==> src/rtl/otg_hpi_pkg.sv <==
// Shared types and register map for the CY7C67200 HPI transfer sequencer.
package otg_hpi_pkg;

  typedef enum logic [2:0] {
    ST_IDLE,
    ST_SETUP,
    ST_STROBE,
    ST_HOLD,
    ST_RECOVER
  } hpi_state_e;

  localparam logic [1:0] REG_DATA   = 2'd0;
  localparam logic [1:0] REG_CMD    = 2'd1;
  localparam logic [1:0] REG_STATUS = 2'd2;
  localparam logic [1:0] REG_CTRL   = 2'd3;

  localparam int unsigned STAT_BUSY_BIT = 0;
  localparam int unsigned STAT_DONE_BIT = 1;
  localparam int unsigned STAT_INT_BIT  = 2;
  localparam int unsigned STAT_ERR_BIT  = 3;

  localparam int unsigned CTRL_RST_BIT  = 0;
  localparam int unsigned CTRL_IE_BIT   = 1;

  localparam int unsigned CMD_READ_BIT  = 2;

endpackage

==> src/rtl/otg_hpi_sync.sv <==
// Two-flop synchronizer for the asynchronous OTG interrupt line.
module otg_hpi_sync (
  input  logic clk,
  input  logic rst_n,
  input  logic async_i,
  output logic sync_o
);

  logic [1:0] ff_q;

  always_ff @(posedge clk or negedge rst_n) begin
    if (!rst_n) begin
      ff_q <= '0;
    end else begin
      ff_q <= {ff_q[0], async_i};
    end
  end

  assign sync_o = ff_q[1];

endmodule

==> src/rtl/otg_hpi_ctrl.sv <==
// Avalon-MM slave sequencing single 16-bit HPI transfers to a CY7C67200.
// Optional CPU interrupt enabled by defining OTG_HPI_CTRL_IRQ_EN.
module otg_hpi_ctrl
  import otg_hpi_pkg::*;
#(
  parameter int unsigned SETUP_CYC  = 2,
  parameter int unsigned STROBE_CYC = 4,
  parameter int unsigned HOLD_CYC   = 1,
  parameter int unsigned RECOV_CYC  = 4
) (
  input  logic        clk,
  input  logic        reset_n,
  input  logic [1:0]  address,
  input  logic        chipselect,
  input  logic        read_n,
  input  logic        write_n,
  input  logic [31:0] writedata,
  output logic [31:0] readdata,
  output logic [1:0]  otg_addr,
  output logic [15:0] otg_data_out,
  output logic        otg_data_oe,
  input  logic [15:0] otg_data_in,
  output logic        otg_cs_n,
  output logic        otg_rd_n,
  output logic        otg_wr_n,
  output logic        otg_rst_n,
  input  logic        otg_int,
  output logic        irq
);

  localparam int unsigned CW = 8;

  hpi_state_e  state_q;
  logic [CW-1:0] cnt_q;
  logic        rd_dir_q;
  logic        done_q, err_q;
  logic [15:0] tx_q, rx_q;
  logic [31:0] readdata_q, rdata_d;
  logic [1:0]  hpi_addr_q;
  logic [15:0] data_out_q;
  logic        oe_q, cs_n_q, rd_n_q, wr_n_q, otg_rst_n_q;
  logic        int_sync, ctrl_ie;
  logic        bus_wr, bus_rd, busy;
  logic        unused_wdata;

  assign bus_wr       = chipselect & ~write_n;
  assign bus_rd       = chipselect & ~read_n;
  assign busy         = (state_q != ST_IDLE);
  assign unused_wdata = ^writedata[31:16];

  otg_hpi_sync u_int_sync (
    .clk    (clk),
    .rst_n  (reset_n),
    .async_i(otg_int),
    .sync_o (int_sync)
  );

  always_comb begin
    rdata_d = '0;
    case (address)
      REG_DATA:   rdata_d[15:0] = rx_q;
      REG_STATUS: begin
        rdata_d[STAT_BUSY_BIT] = busy;
        rdata_d[STAT_DONE_BIT] = done_q;
        rdata_d[STAT_INT_BIT]  = int_sync;
        rdata_d[STAT_ERR_BIT]  = err_q;
      end
      REG_CTRL: begin
        rdata_d[CTRL_RST_BIT] = ~otg_rst_n_q;
        rdata_d[CTRL_IE_BIT]  = ctrl_ie;
      end
      default: rdata_d = '0;
    endcase
  end

  // Sticky-bit sets are written after the clears so a same-cycle set wins.
  always_ff @(posedge clk or negedge reset_n) begin
    if (!reset_n) begin
      state_q    <= ST_IDLE;
      cnt_q      <= '0;
      rd_dir_q   <= 1'b0;
      done_q     <= 1'b0;
      err_q      <= 1'b0;
      rx_q       <= '0;
      hpi_addr_q <= '0;
      data_out_q <= '0;
      oe_q       <= 1'b0;
      cs_n_q     <= 1'b1;
      rd_n_q     <= 1'b1;
      wr_n_q     <= 1'b1;
    end else begin
      if (bus_wr && address == REG_STATUS) begin
        if (writedata[STAT_DONE_BIT]) done_q <= 1'b0;
        if (writedata[STAT_ERR_BIT])  err_q  <= 1'b0;
      end
      if (bus_wr && busy && (address == REG_CMD || address == REG_DATA)) begin
        err_q <= 1'b1;
      end
      case (state_q)
        ST_IDLE: begin
          if (bus_wr && address == REG_CMD) begin
            hpi_addr_q <= writedata[1:0];
            rd_dir_q   <= writedata[CMD_READ_BIT];
            oe_q       <= ~writedata[CMD_READ_BIT];
            data_out_q <= tx_q;
            cs_n_q     <= 1'b0;
            done_q     <= 1'b0;
            cnt_q      <= CW'(SETUP_CYC - 1);
            state_q    <= ST_SETUP;
          end
        end
        ST_SETUP: begin
          if (cnt_q == '0) begin
            rd_n_q  <= ~rd_dir_q;
            wr_n_q  <= rd_dir_q;
            cnt_q   <= CW'(STROBE_CYC - 1);
            state_q <= ST_STROBE;
          end else begin
            cnt_q <= cnt_q - 1'b1;
          end
        end
        ST_STROBE: begin
          if (cnt_q == '0) begin
            rd_n_q  <= 1'b1;
            wr_n_q  <= 1'b1;
            if (rd_dir_q) rx_q <= otg_data_in;
            cnt_q   <= CW'(HOLD_CYC - 1);
            state_q <= ST_HOLD;
          end else begin
            cnt_q <= cnt_q - 1'b1;
          end
        end
        ST_HOLD: begin
          if (cnt_q == '0) begin
            cs_n_q  <= 1'b1;
            oe_q    <= 1'b0;
            cnt_q   <= CW'(RECOV_CYC - 1);
            state_q <= ST_RECOVER;
          end else begin
            cnt_q <= cnt_q - 1'b1;
          end
        end
        ST_RECOVER: begin
          if (cnt_q == '0) begin
            done_q  <= 1'b1;
            state_q <= ST_IDLE;
          end else begin
            cnt_q <= cnt_q - 1'b1;
          end
        end
        default: state_q <= ST_IDLE;
      endcase
    end
  end

  always_ff @(posedge clk or negedge reset_n) begin
    if (!reset_n) begin
      readdata_q  <= '0;
      tx_q        <= '0;
      otg_rst_n_q <= 1'b1;
    end else begin
      if (bus_rd) readdata_q <= rdata_d;
      if (bus_wr && !busy && address == REG_DATA) tx_q <= writedata[15:0];
      if (bus_wr && address == REG_CTRL) otg_rst_n_q <= ~writedata[CTRL_RST_BIT];
    end
  end

`ifdef OTG_HPI_CTRL_IRQ_EN
  logic ctrl_ie_q, irq_q;

  always_ff @(posedge clk or negedge reset_n) begin
    if (!reset_n) begin
      ctrl_ie_q <= 1'b0;
      irq_q     <= 1'b0;
    end else begin
      if (bus_wr && address == REG_CTRL) ctrl_ie_q <= writedata[CTRL_IE_BIT];
      irq_q <= ctrl_ie_q & (done_q | int_sync);
    end
  end

  assign ctrl_ie = ctrl_ie_q;
  assign irq     = irq_q;
`else
  assign ctrl_ie = 1'b0;
  assign irq     = 1'b0;
`endif

  assign readdata     = readdata_q;
  assign otg_addr     = hpi_addr_q;
  assign otg_data_out = data_out_q;
  assign otg_data_oe  = oe_q;
  assign otg_cs_n     = cs_n_q;
  assign otg_rd_n     = rd_n_q;
  assign otg_wr_n     = wr_n_q;
  assign otg_rst_n    = otg_rst_n_q;

endmodule

==> config.mk <==
export PLATFORM = sky130hd
export DESIGN_NAME = otg_hpi_ctrl
export DESIGN_NICKNAME = d
export VERILOG_FILES = /design/src/rtl/otg_hpi_pkg.sv /design/src/rtl/otg_hpi_sync.sv /design/src/rtl/otg_hpi_ctrl.sv
export SDC_FILE = /design/constraint.sdc
export NUM_CORES = 1
export LEC_CHECK = 0
export BUFFER_PORTS_ARGS = -buffer_cell sky130_fd_sc_hd__buf_2
export CORE_MARGIN = 3
export CORE_UTILIZATION = 25
export DETAILED_ROUTE_END_ITERATION = 10
export GPL_TIMING_DRIVEN = 0
export HOLD_SLACK_MARGIN = 0.15
export PLACE_DENSITY = 0.41
export SYNTH_ARGS = -nofsm -noshare
export SYNTH_HDL_FRONTEND = slang
export SYNTH_SLANG_ARGS = --single-unit
==> constraint.sdc <==
create_clock -name clk -period 4.35 [get_ports clk]
set_clock_uncertainty 0.2 [all_clocks]
set_input_delay 0.435 -clock clk [delete_from_list [all_inputs] [get_ports clk]]
set_output_delay 0.435 -clock clk [all_outputs]
set_load 0.01 [all_outputs]
== Word level (Yosys, flattened, before mapping) ==
Index checks and enable logic that the tools add are counted.

* Bits in writable memories: 0
* Bits in latches: 0
* Register bits: 87
* Input port bits: 56
* ROM bits: 0
* Memories: 0
* Word-level logic and storage cells: 96
* Output and inout bits: 56

* Reduce and logical (&&, ||, !) cells: 26
* Multipliers: 0
* Div/mod/pow operators: 0
* Add/sub/neg operators: 1
* Bitwise logic cells: 8
* Multiplexer cells: 32
* Shifts and indexed selects: 0
* Eq/ne operators: 13
* Order comparisons: 0

{| class="wikitable"
|+ Operator list
! cell !! number
|-
| $mux 8 || 4
|-
| $pmux 8 s4 || 1
|-
| $mux 3 || 5
|-
| $pmux 3 s5 || 1
|-
| $mux 1 || 13
|-
| $mux 12 || 1
|-
| $ne 2x2->1 const B || 6
|-
| $reduce_and 3->1 || 4
|-
| $pmux 1 s2 || 5
|-
| $logic_not 8->1 || 1
|-
| $reduce_bool 2->1 || 4
|-
| $sub 8x1->8 const B || 1
|-
| $logic_and 1x1->1 || 7
|-
| $eq 3x2->1 const B || 2
|-
| $not 1->1 || 6
|-
| $pmux 2 s3 || 1
|-
| $reduce_and 5->1 || 1
|-
| $eq 2x2->1 const B || 2
|-
| $pmux 2 s2 || 1
|-
| $reduce_and 2->1 || 2
|-
| $reduce_bool 4->1 || 1
|-
| $eq 3x1->1 const B || 1
|-
| $eq 3x3->1 const B || 1
|-
| $logic_not 3->1 || 1
|-
| 7 further kinds || 8
|}

== Logic depth before layout (Yosys ltp) ==
* Depth after elaboration: 6
* Depth in mapped cells: 8
* Depth with buffers taken out: 6

== Modules after synthesis ==
From an unflattened synthesis, not the netlist that was laid out.

* Cell total of the unflattened synthesis: 305
* Area total of the unflattened synthesis: 3,897.5 um2

{| class="wikitable"
|+ By module, submodules not included
! module !! sequential area each (um2) !! area each (um2) !! cells an instance !! instances
|-
| otg_hpi_ctrl || 2,132.0 || 3,847.4 || 303 || 1
|-
| otg_hpi_sync || 50.0 || 50.0 || 2 || 1
|}

== Least setup slack after synthesis ==
OpenSTA, ideal clock, no wires.

* Path kind: register -> register
* From: register cnt_q[0]
* To: register rx_q[10]
* Slack: 1.942 ns
* Data arrival time: 2.083 ns
* Setup time: 0.125 ns
* Clock period less this slack: 2.408 ns
* Required time: 4.025 ns
* Cell stages (with the launch flop): 9
* Path buffers: 2
* Path through: dfrtp_1 > inv_1 > ha_1 > nor4b_4 > nand2_1 > or4_1 > buf_6 > buf_8 > mux2_4

* Word-level cells in the longest chain between the ends: 2

{| class="wikitable"
|+ Ends and longest elaborated chain
! what !! RTL line !! text
|-
| from (decl) || otg_hpi_ctrl.sv:34 || <nowiki>logic [CW-1:0] cnt_q;</nowiki>
|-
| from (signal assigned) || otg_hpi_ctrl.sv:108 || <nowiki>cnt_q <= CW'(SETUP_CYC - 1);</nowiki>
|-
| from (signal assigned) || otg_hpi_ctrl.sv:116 || <nowiki>cnt_q <= CW'(STROBE_CYC - 1);</nowiki>
|-
| from (signal assigned) || otg_hpi_ctrl.sv:119 || <nowiki>cnt_q <= cnt_q - 1'b1;</nowiki>
|-
| $logic_not 8->1 || otg_hpi_ctrl.sv:123 || <nowiki>if (cnt_q == '0) begin</nowiki>
|-
| $reduce_and 3->1 (no line) || - ||
|-
| to (signal assigned) || otg_hpi_ctrl.sv:126 || <nowiki>if (rd_dir_q) rx_q <= otg_data_in;</nowiki>
|-
| to (decl) || otg_hpi_ctrl.sv:37 || <nowiki>logic [15:0] tx_q, rx_q;</nowiki>
|}

Every way passes these cells.
A chain may end at the register's enable or synchronous reset.

== Worst setup path after layout ==
* From: register cnt_q[0]
* To: register rx_q[9]

The elaborated chain is that of the path after synthesis.

==> results.ini <==
[drt]
wl_um=10120
ant_nets=0
drt_iter0_markers=94
via_count=2962
via_per_inst=4.356
drtPass1Iterations=4
drc=0
wl_per_cell_um=14.88

[sta]
relSlewSlack_pct=47.15
max_freq_mhz=364.9
hold_viol=0
setup_viol_count_final=0
holdWs_ns=0.1532
rsz0062_at_grt=false
tns_ns=0
tightest_slew_ns=0.7911
fin_crit_ns=2.741
period_share_pct=63.00
slew_viol_final=0

[setup_path]
path_buf_inv=3
slowest_stage=or4_1
cp-start-kind=flop
cp.arrival_ns=2.76
end_kind=flop
cp_max_fo=10
crit_type=flop to flop
cp_cell_sequence=inv_1 -> ha_1 -> nor4b_4 -> nand2_1 -> or4_1 -> buf_6 -> buf_8 -> mux2_4
required_ns=4.37
r2r_setup_slack_ns=1.61
crit_family=simple AND/OR/NAND/NOR gates
reg2regPathDepth=8
critPathMaxStageDelay_ns=0.52
cp.depth=8

[global_route]
grt_overflow=0
antenna_found_initial=0
grt_usage_pct=11.77
grt_pass1_wl_um=16390
grt_pass1_vias=3131
grt_max_degree=64

[layout]
finalNetCount=522
final_util_pct=34.85
drive_gt1_share_pct=36.46
syn2layout_area_growth_pct=34.45
antenna_cells=0

[clocking]
clk_latency_ns=0.34
clockBufferDepth=2
cts_setup_buffers=0
h-tree-depth=3
cts_tree=yes
clk_transition_reported_paths_ns=0.06
cts_sinks=87
numCtsBuffers=9
cts_root_buf=clkbuf_16

[logic_synthesis]
synthCells=325
synth_seq_cells=87
syn_area_per_cell_um2=12.30
synth_compound_area_share_pct=11.58
synth_edf_count=0
synth.cell_area_um2=3999
synthArstFlopShare_pct=100.0
synth-xor-area-share_pct=0.2190
ys_types=56
synthAdderAreaFrac_pct=1.126
synth_top_family_by_area=multiplexers
synth.area.mux_share_pct=16.30
seq_area_frac_synth_pct=54.57
yosys_warnings=0
synth_simple_gate_area_share_pct=9.449
synthFlopType=dfrtp_1

[status]
outcome=finished, final reports clean

[power_and_ir_drop]
p_total_w=0.003070
leakagePower_nw=2.572
irDropWorstVdd_uv=261.8
power_density_nw_per_um2=571.0

[place]
place.port_buffers=78
globalplace.congestion=0.7872
post-dp-hpwl_um=7209

[job]
drv_cap=0

[min_path]
hold-path-cell-count=0
hold_path_class=flop to flop

[die]
coreArea_um2=15430
fp-row-count=45
die_w_um=132.5
ios=112
dieArea_um2=17550
die_h_um=132.5
initial_core_util_pct=25.92

metrics by stage:
| stage | area (um2) | setup WS (ns) | cells |
|---|---|---|---|
| 2_1_floorplan | 4059 | 1.942 | 341 |
| 3_3_place_gp | 4713 | 1.597 | 630 |
| 3_5_place_dp | 4743 | 1.561 | 631 |
| 4_1_cts | 5376 | 1.604 | 680 |
| 5_1_grt | 5376 | 1.468 | 680 |
| 6_report | 5376 | 1.609 | 680 |
routing by layer:
layer	up-vias	part of all wire (%)	track usage (%)
met2	75	46	18.26
met4	0	2.3	5.889
met5	-	0	0
met1	1440	46	14.90
met3	18	5.8	3.612
li1	1429	-	-
state kept, by name (all words and copies together), names as in the netlist:
| signal | count |
|---|---|
| u_int_sync.ff_q | 2 |
| state_q | 3 |
| otg_cs_n | 1 |
| otg_data_out | 16 |
| cnt_q | 8 |
| otg_data_oe | 1 |
| otg_rd_n | 1 |
| otg_wr_n | 1 |
| otg_rst_n | 1 |
| readdata | 16 |
| done_q | 1 |
| tx_q | 16 |
| rd_dir_q | 1 |
| rx_q | 16 |
| err_q | 1 |
| otg_addr | 2 |
cells by family after synthesis:
kind of cell	after synthesis
muxes	55
xor gates and xnor gates	1
buffers and inverters	46
adders and majority gates	4
AOI/OAI and AO/OA	64
other	1
and+or+nand+nor	67
DFF	87
cells in the mapped netlist, drive strengths merged, types with 2 or more instances:
library cell | number | area share, %
clkbuf | 16 | 1.5
mux2 | 51 | 15
nor2 | 16 | 1.5
o21ai | 10 | 1.3
mux2i | 4 | 1.0
inv | 7 | 0.66
o221ai | 3 | 0.66
nand3 | 5 | 0.63
a31oi | 5 | 0.78
nor3 | 5 | 0.75
and3 | 2 | 0.31
nor4b | 2 | 0.81
ha | 2 | 0.63
nand2b | 3 | 0.47
a22oi | 2 | 0.38
a22o | 12 | 2.6
a21oi | 7 | 0.88
o22a | 2 | 0.44
maj3 | 2 | 0.50
a211oi | 4 | 0.75
nand2 | 17 | 1.6
buf | 23 | 4.5
nor2b | 2 | 0.31
dfstp | 4 | 2.6
o31ai | 4 | 0.75
or4 | 4 | 0.75
a32oi | 3 | 0.66
o211ai | 2 | 0.38
o2111ai | 3 | 0.66
dfrtp | 83 | 52
o22ai | 2 | 0.31
final timing paths:
kind | start | to
worst max-delay path | cnt_q[0] | rx_q[9]
worst min-delay path | u_int_sync.ff_q[0] | u_int_sync.ff_q[1]
worst max register to register | cnt_q[0] | rx_q[9]
worst min register to register | u_int_sync.ff_q[0] | u_int_sync.ff_q[1]
max in group asynchronous | reset_n | otg_wr_n
min in group asynchronous | reset_n | u_int_sync.ff_q[0]
cells in the final DEF, fill, tap and decap left out, drive strengths merged, types with 3 or more instances in the layout:
cell,instances
a22o,12
mux2i,4
or4,4
mux2,51
a32oi,3
a211oi,4
buf,102
o2111ai,3
conb,17
dlygate4sd3,33
nor2,16
nor3,5
nand3,5
clkbuf,29
o31ai,4
nand2,17
o21ai,10
nand2b,3
inv,7
o221ai,3
dfrtp,83
a21oi,7
dfstp,4
a31oi,5
layout make-up:
| class | instances | area [um2] |
|---|---|---|
| fillers | 1595 | 10050 |
| flip-flops and latches | 87 | 2182 |
| multi-input cells | 208 | 1610 |
| repair buffers | 112 | 750.7 |
| well taps | 211 | 264.0 |
| clock buffers | 13 | 260.3 |
| plain buffers | 39 | 240.2 |
| clock inverters | 3 | 42.54 |
| inverters | 7 | 26.28 |
where the power goes:
part | leakage, nW | internal, W | switching [W] | total [W]
clock network | 0.146 | 0.000476 | 0.000313 | 0.000789
logic | 1.34 | 0.000502 | 0.000516 | 0.00102
registers | 1.09 | 0.00110 | 0.000163 | 0.00126
total | 2.57 | 0.00208 | 0.000992 | 0.00307
timing repair:
action,in CTS,in global routing
resized for setup,0,0
hold buffers,33,0
endpoints found under the hold margin,56,0
Power figures use the tool's default switching activity.
